$ cat config.mk
export PLATFORM = sky130hd
export DESIGN_NAME = preddr_64to18_unpacker
export DESIGN_NICKNAME = d
export VERILOG_FILES = /design/src/rtl/preddr_64to18_unpacker.sv
export SDC_FILE = /design/constraint.sdc
export NUM_CORES = 1
export LEC_CHECK = 0
export BUFFER_PORTS_ARGS = -buffer_cell sky130_fd_sc_hd__buf_2
export CORE_MARGIN = 1
export CORE_UTILIZATION = 42
export CTS_BUF_LIST = sky130_fd_sc_hd__clkbuf_8 sky130_fd_sc_hd__clkbuf_16
export DETAILED_ROUTE_END_ITERATION = 8
export MAX_ROUTING_LAYER = met4
export PLACE_DENSITY = 0.7
export SYNTH_ARGS = -nofsm -noshare
export SYNTH_HDL_FRONTEND = slang
export SYNTH_SLANG_ARGS = --single-unit
$ cat constraint.sdc
create_clock -name clk -period 7.4 [get_ports clk]
set_input_delay 1.11 -clock clk [delete_from_list [all_inputs] [get_ports clk]]
set_output_delay 1.11 -clock clk [all_outputs]
set_load 0.05 [all_outputs]
$ cat src/rtl/preddr_64to18_unpacker.sv
// Re-slices 64-bit DDR read words, MSB first, into 18-bit (or 8-bit LA-mode) samples.
// Optional starvation counter is enabled by defining PREDDR_UNPACK_STATS_EN.
module preddr_64to18_unpacker #(
  parameter int COUNT_W = 24
) (
  input  logic               clk,
  input  logic               reset_n,
  input  logic               start,
  input  logic               I_4bit_mode,
  input  logic [COUNT_W-1:0] num_samples,
  input  logic [63:0]        in_data,
  input  logic               in_valid,
  output logic               in_ready,
  output logic [17:0]        out_data,
  output logic               out_valid,
  input  logic               out_ready,
  output logic               busy,
  output logic               done,
  output logic [15:0]        underrun_count
);

  typedef enum logic [1:0] {IDLE, RUN, DONE} state_t;

  state_t             state, state_next;
  logic [99:0]        data_buf, buf_next;
  logic [6:0]         bits_avail, bits_next;
  logic [COUNT_W-1:0] remaining, remaining_next;
  logic               mode8;
  logic [6:0]         w;
  logic [6:0]         pos;
  logic               buffered;
  logic               fire_in, fire_out;

  assign w        = mode8 ? 7'd8 : 7'd18;
  assign out_data = mode8 ? {10'd0, data_buf[99:92]} : data_buf[99:82];
  assign fire_in  = in_ready && in_valid;
  assign fire_out = out_valid && out_ready;

  always_ff @(posedge clk or negedge reset_n) begin
    if (!reset_n) begin
      state <= IDLE;
    end else begin
      state <= state_next;
    end
  end

  always_comb begin
    state_next = state;
    in_ready   = 1'b0;
    out_valid  = 1'b0;
    busy       = 1'b0;
    done       = 1'b0;
    buffered   = (bits_avail >= w);
    case (state)
      IDLE: ;
      RUN: begin
        busy      = 1'b1;
        out_valid = (bits_avail >= w);
        // never fetch a word whose bits would only be thrown away at the end
        in_ready  = (bits_avail < (w << 1)) &&
                    (remaining > {{(COUNT_W-1){1'b0}}, buffered});
        if (out_valid && out_ready && remaining == COUNT_W'(1)) state_next = DONE;
      end
      DONE: begin
        done       = 1'b1;
        state_next = IDLE;
      end
      default: state_next = IDLE;
    endcase
    if (start) state_next = (num_samples != '0) ? RUN : DONE;
  end

  always_comb begin
    pos            = bits_avail - (fire_out ? w : 7'd0);
    buf_next       = fire_out ? (data_buf << w) : data_buf;
    bits_next      = pos + (fire_in ? 7'd64 : 7'd0);
    remaining_next = remaining - {{(COUNT_W-1){1'b0}}, fire_out};
    // bits below bits_avail are always zero, so the new word can simply be ORed in
    if (fire_in) buf_next = buf_next | ({in_data, 36'd0} >> pos);
    if (state == DONE) begin
      buf_next  = '0;
      bits_next = '0;
    end
  end

  always_ff @(posedge clk or negedge reset_n) begin
    if (!reset_n) begin
      data_buf   <= '0;
      bits_avail <= '0;
      remaining  <= '0;
      mode8      <= 1'b0;
    end else if (start) begin
      data_buf   <= '0;
      bits_avail <= '0;
      remaining  <= num_samples;
      mode8      <= I_4bit_mode;
    end else begin
      data_buf   <= buf_next;
      bits_avail <= bits_next;
      remaining  <= remaining_next;
    end
  end

`ifdef PREDDR_UNPACK_STATS_EN
  logic [15:0] underrun_q;

  always_ff @(posedge clk or negedge reset_n) begin
    if (!reset_n) begin
      underrun_q <= '0;
    end else if (start) begin
      underrun_q <= '0;
    end else if (state == RUN && out_ready && !out_valid && underrun_q != 16'hFFFF) begin
      underrun_q <= underrun_q + 16'd1;
    end
  end

  assign underrun_count = underrun_q;
`else
  assign underrun_count = 16'd0;
`endif

endmodule

==> metrics.md <==
| Metric | Value |
|---|---|
| Syn Inst Count | `about 1,400` |
| Layout cells sized above 1 | `0.1944` |
| Die area | `0.02998 mm2` |
| # fillers | `2,734` |
| Count of final hold-check violations | `0` |
| First-pass DRT Iterations | `6` |
| Number of synthesized flops with an enable pin | `0` |
| IO buf count | `roughly 120` |
| Design Area, Final | `0.01368 mm2` |
| Crit path DAT | `~6.4 ns` |
| Synth area leader | `dfrtp_1` |
| Final WL | `between 40,000 and 50,000 um` |
| Slew @ Worst Pin | `between 1 and 1.5 ns` |
| Post-Synthesis Cell Area | `roughly 0.012 mm2` |
| Top_reg_cell synth | `dfrtp_1` |
| Clock Tree Root | `clkbuf_16` |
| CP Capture Type | `flip-flop` |
| All-layer global routing usage | `0.3133` |
| Synth warn | `0` |
| Clock slew at reported path FFs | `0.06 ns` |
| Netlist cell types | `between 70 and 80` |
| Die W | `173.1 um` |
| Area Growth Syn to Fin | `11.19%` |
| Sequential standard cell area | `roughly 0.0033 mm2` |
| Hold crit path type | `flip-flop to flip-flop` |
| Min-Delay Path Depth | `2` |
| Vias in the first global route | `11,520` |
| Hold_buf cts | `0` |
| Worst skew pair latency | `0.44 ns` |
| DR iter-0 viols | `1,551` |
| Placed Area | `about 0.013 mm2` |
| WS Path Type | `flip-flop to flip-flop` |
| Max Fclk | `165.6 MHz` |
| Diode count | `0` |
| RSZ-0062 raised after global routing | `no` |
| IO Pins | `between 100 and 150` |
| Htree depth | `4` |
| Die span in y | `173.1 um` |
| Setup_tns | `0 ns` |
| Initial Util | `0.4274` |
| CTS tree | `done` |
| Final period util | `0.8158` |
| Core Region | `0.02878 mm2` |
| Status | `complete, no violations` |
| Most common cell after layout, fill and taps aside | `nor2_1` |
| Initial antenna violation count | `0` |
| Reg2Reg Depth | `16` |
| Hold_sp | `data_buf[1]` |
| FP Rows | `62` |
| Nets | `roughly 1,600` |
| Min Tclk post-route | `slightly above 6 ns` |
| Post-synth top area share | `0.2705` |
| Final GP Congestion | `approximately 1` |
| Worst Hold Endpoint | `data_buf[1]` |
| RR Endpoint | `data_buf[66]` |
| Flops & latches, synth | `133` |
| Final clock skew | `~0.011 ns` |
| Vias/cell | `~6.6` |
| Max cap viols | `0` |
| Most frequent cells in the layout | `199 x nor2_1, 194 x mux2i_1, 132 x dfrtp_1` |
| Synth Area per Inst | `approximately 8.7 um2` |
| Final ANT Viol Nets | `0` |
| Sink Count | `roughly 130` |
| Final setup viols | `0` |
| DP HPWL | `33,700 um` |
| First-pass GRT wire length | `~70,000 um` |
| Async SR Flop Fraction | `1.000` |
| Worst R2R Setup Slack | `1.36 ns` |
| Worst r2r src | `bits_avail[2]` |
| Post-synthesis sequential area ratio | `0.2705` |
| CP Launch Type | `flip-flop` |
| CTS buffer count | `17` |
| Post-CTS sizing | `0` |
| Slew Limit Fails | `0` |
| Vias | `between 10,000 and 15,000` |
| Largest net degree at the start of global routing | `between 70 and 80` |
| Max-slew headroom | `0.2461` |
| Footprint of the multi-input gates | `roughly 0.0084 mm2` |
| CTS max path bufs | `2` |
| DRC | `0` |
| Worst Path Max Fanout | `43` |
| Wire per inst | `24.62 um` |
| GR Overflow Total | `0` |
| Req. time, crit path | `7.72 ns` |
| Synth top area cells | `dfrtp_1 27%, mux2i_1 16%, mux4_2 7.1%` |
| Post-CTS setup repair buffer count | `0` |
registers in the layout (all words and copies together), names as in the netlist:
signal	count
state	2
remaining	24
mode8	1
bits_avail	6
data_buf	100
critical path, stage by stage (launching register included):
cell	delay, ns
dfrtp_1	0.77
nor4b_1	0.15
o31ai_1	0.73
nand3_4	0.12
clkinv_1	0.09
buf_4	0.43
nand2_1	0.18
inv_1	0.15
ha_1	0.46
nor2b_1	0.42
o21bai_2	0.22
xnor2_2	0.72
buf_4	0.50
nand2_1	0.28
nor3_1	0.36
a31oi_1	0.14
o22ai_1	0.18
worst max-delay path by stage:
stage	start	to	slack (ns)	cells past startpoint
final	bits_avail[2]	data_buf[66]	1.36	16
after global routing	bits_avail[2]	data_buf[66]	0.99	16
after CTS	mode8	data_buf[66]	1.55	18
after detailed placement	mode8	data_buf[66]	1.61	18
after global placement	mode8	data_buf[0]	1.70	18
after floorplan	mode8	data_buf[80]	1.93	21
layer usage:
| layer | routed length (um) | GRT usage | vias up | share of wire |
|---|---|---|---|---|
| met4 | 1631 | 0.1173 | 0 | 0.036 |
| met3 | 4842 | 0.07586 | 128 | 0.11 |
| li1 | - | - | 5372 | - |
| met2 | 19510 | 0.4452 | 769 | 0.43 |
| met1 | 19680 | 0.4289 | 5950 | 0.43 |
| met5 | 0 | - | - | 0 |
layout make-up:
| type | count | share of cell area |
|---|---|---|
| clock buffer | 21 | 0.03513 |
| clock inverter | 11 | 0.01079 |
| inverter | 12 | 0.003293 |
| multi-input combinational | 1149 | 0.6131 |
| tap | 384 | 0.03513 |
| timing repair buffer | 145 | 0.05900 |
| sequential | 133 | 0.2436 |
stage by stage:
| stage | hold slack (ns) | std cells | util | worst slack [ns] |
|---|---|---|---|---|
| 2_1_floorplan | 0.4709 | 1427 | - | 1.931 |
| 3_3_place_gp | 0.5181 | 1823 | 0.4534 | 1.704 |
| 3_5_place_dp | 0.5049 | 1823 | 0.4534 | 1.607 |
| 4_1_cts | 0.5371 | 1855 | 0.4753 | 1.546 |
| 5_1_grt | 0.5805 | 1855 | 0.4753 | 0.9929 |
| 6_report | 0.5443 | 1855 | 0.4753 | 1.363 |
logic make-up after synthesis:
group                      synth area share
AOI/OAI and AO/OA                    0.2040
xor gates and xnor gates            0.02644
adders and majority gates           0.01220
buffers and inverters               0.05838
DFF                                  0.2705
muxes                                0.2707
other                             0.0003048
and+or+nand+nor                      0.1573
synthesized netlist by cell type (6+ instances only):
cell and count:
o22ai_1 27, nor4_1 12, nand2b_1 9, and3_1 11, a221oi_1 46, nand2_1 113
a211oi_1 11, a21oi_1 92, inv_1 11, clkbuf_1 65, o21ai_0 75, nand3_1 26
mux2i_1 194, or3_1 6, buf_1 8, mux4_2 39, dfrtp_1 133, xor2_1 7
o221ai_1 8, buf_4 23, ha_1 12, nor2b_1 17, mux2_2 44, buf_2 31
a22oi_1 18, nor3_1 22, xnor2_1 22, a22o_1 9, a31oi_1 13, nor2_1 199
o211ai_1 17
Power is not shown: default switching activity piles up to over one toggle a cycle in this logic, so the estimate is an artifact.
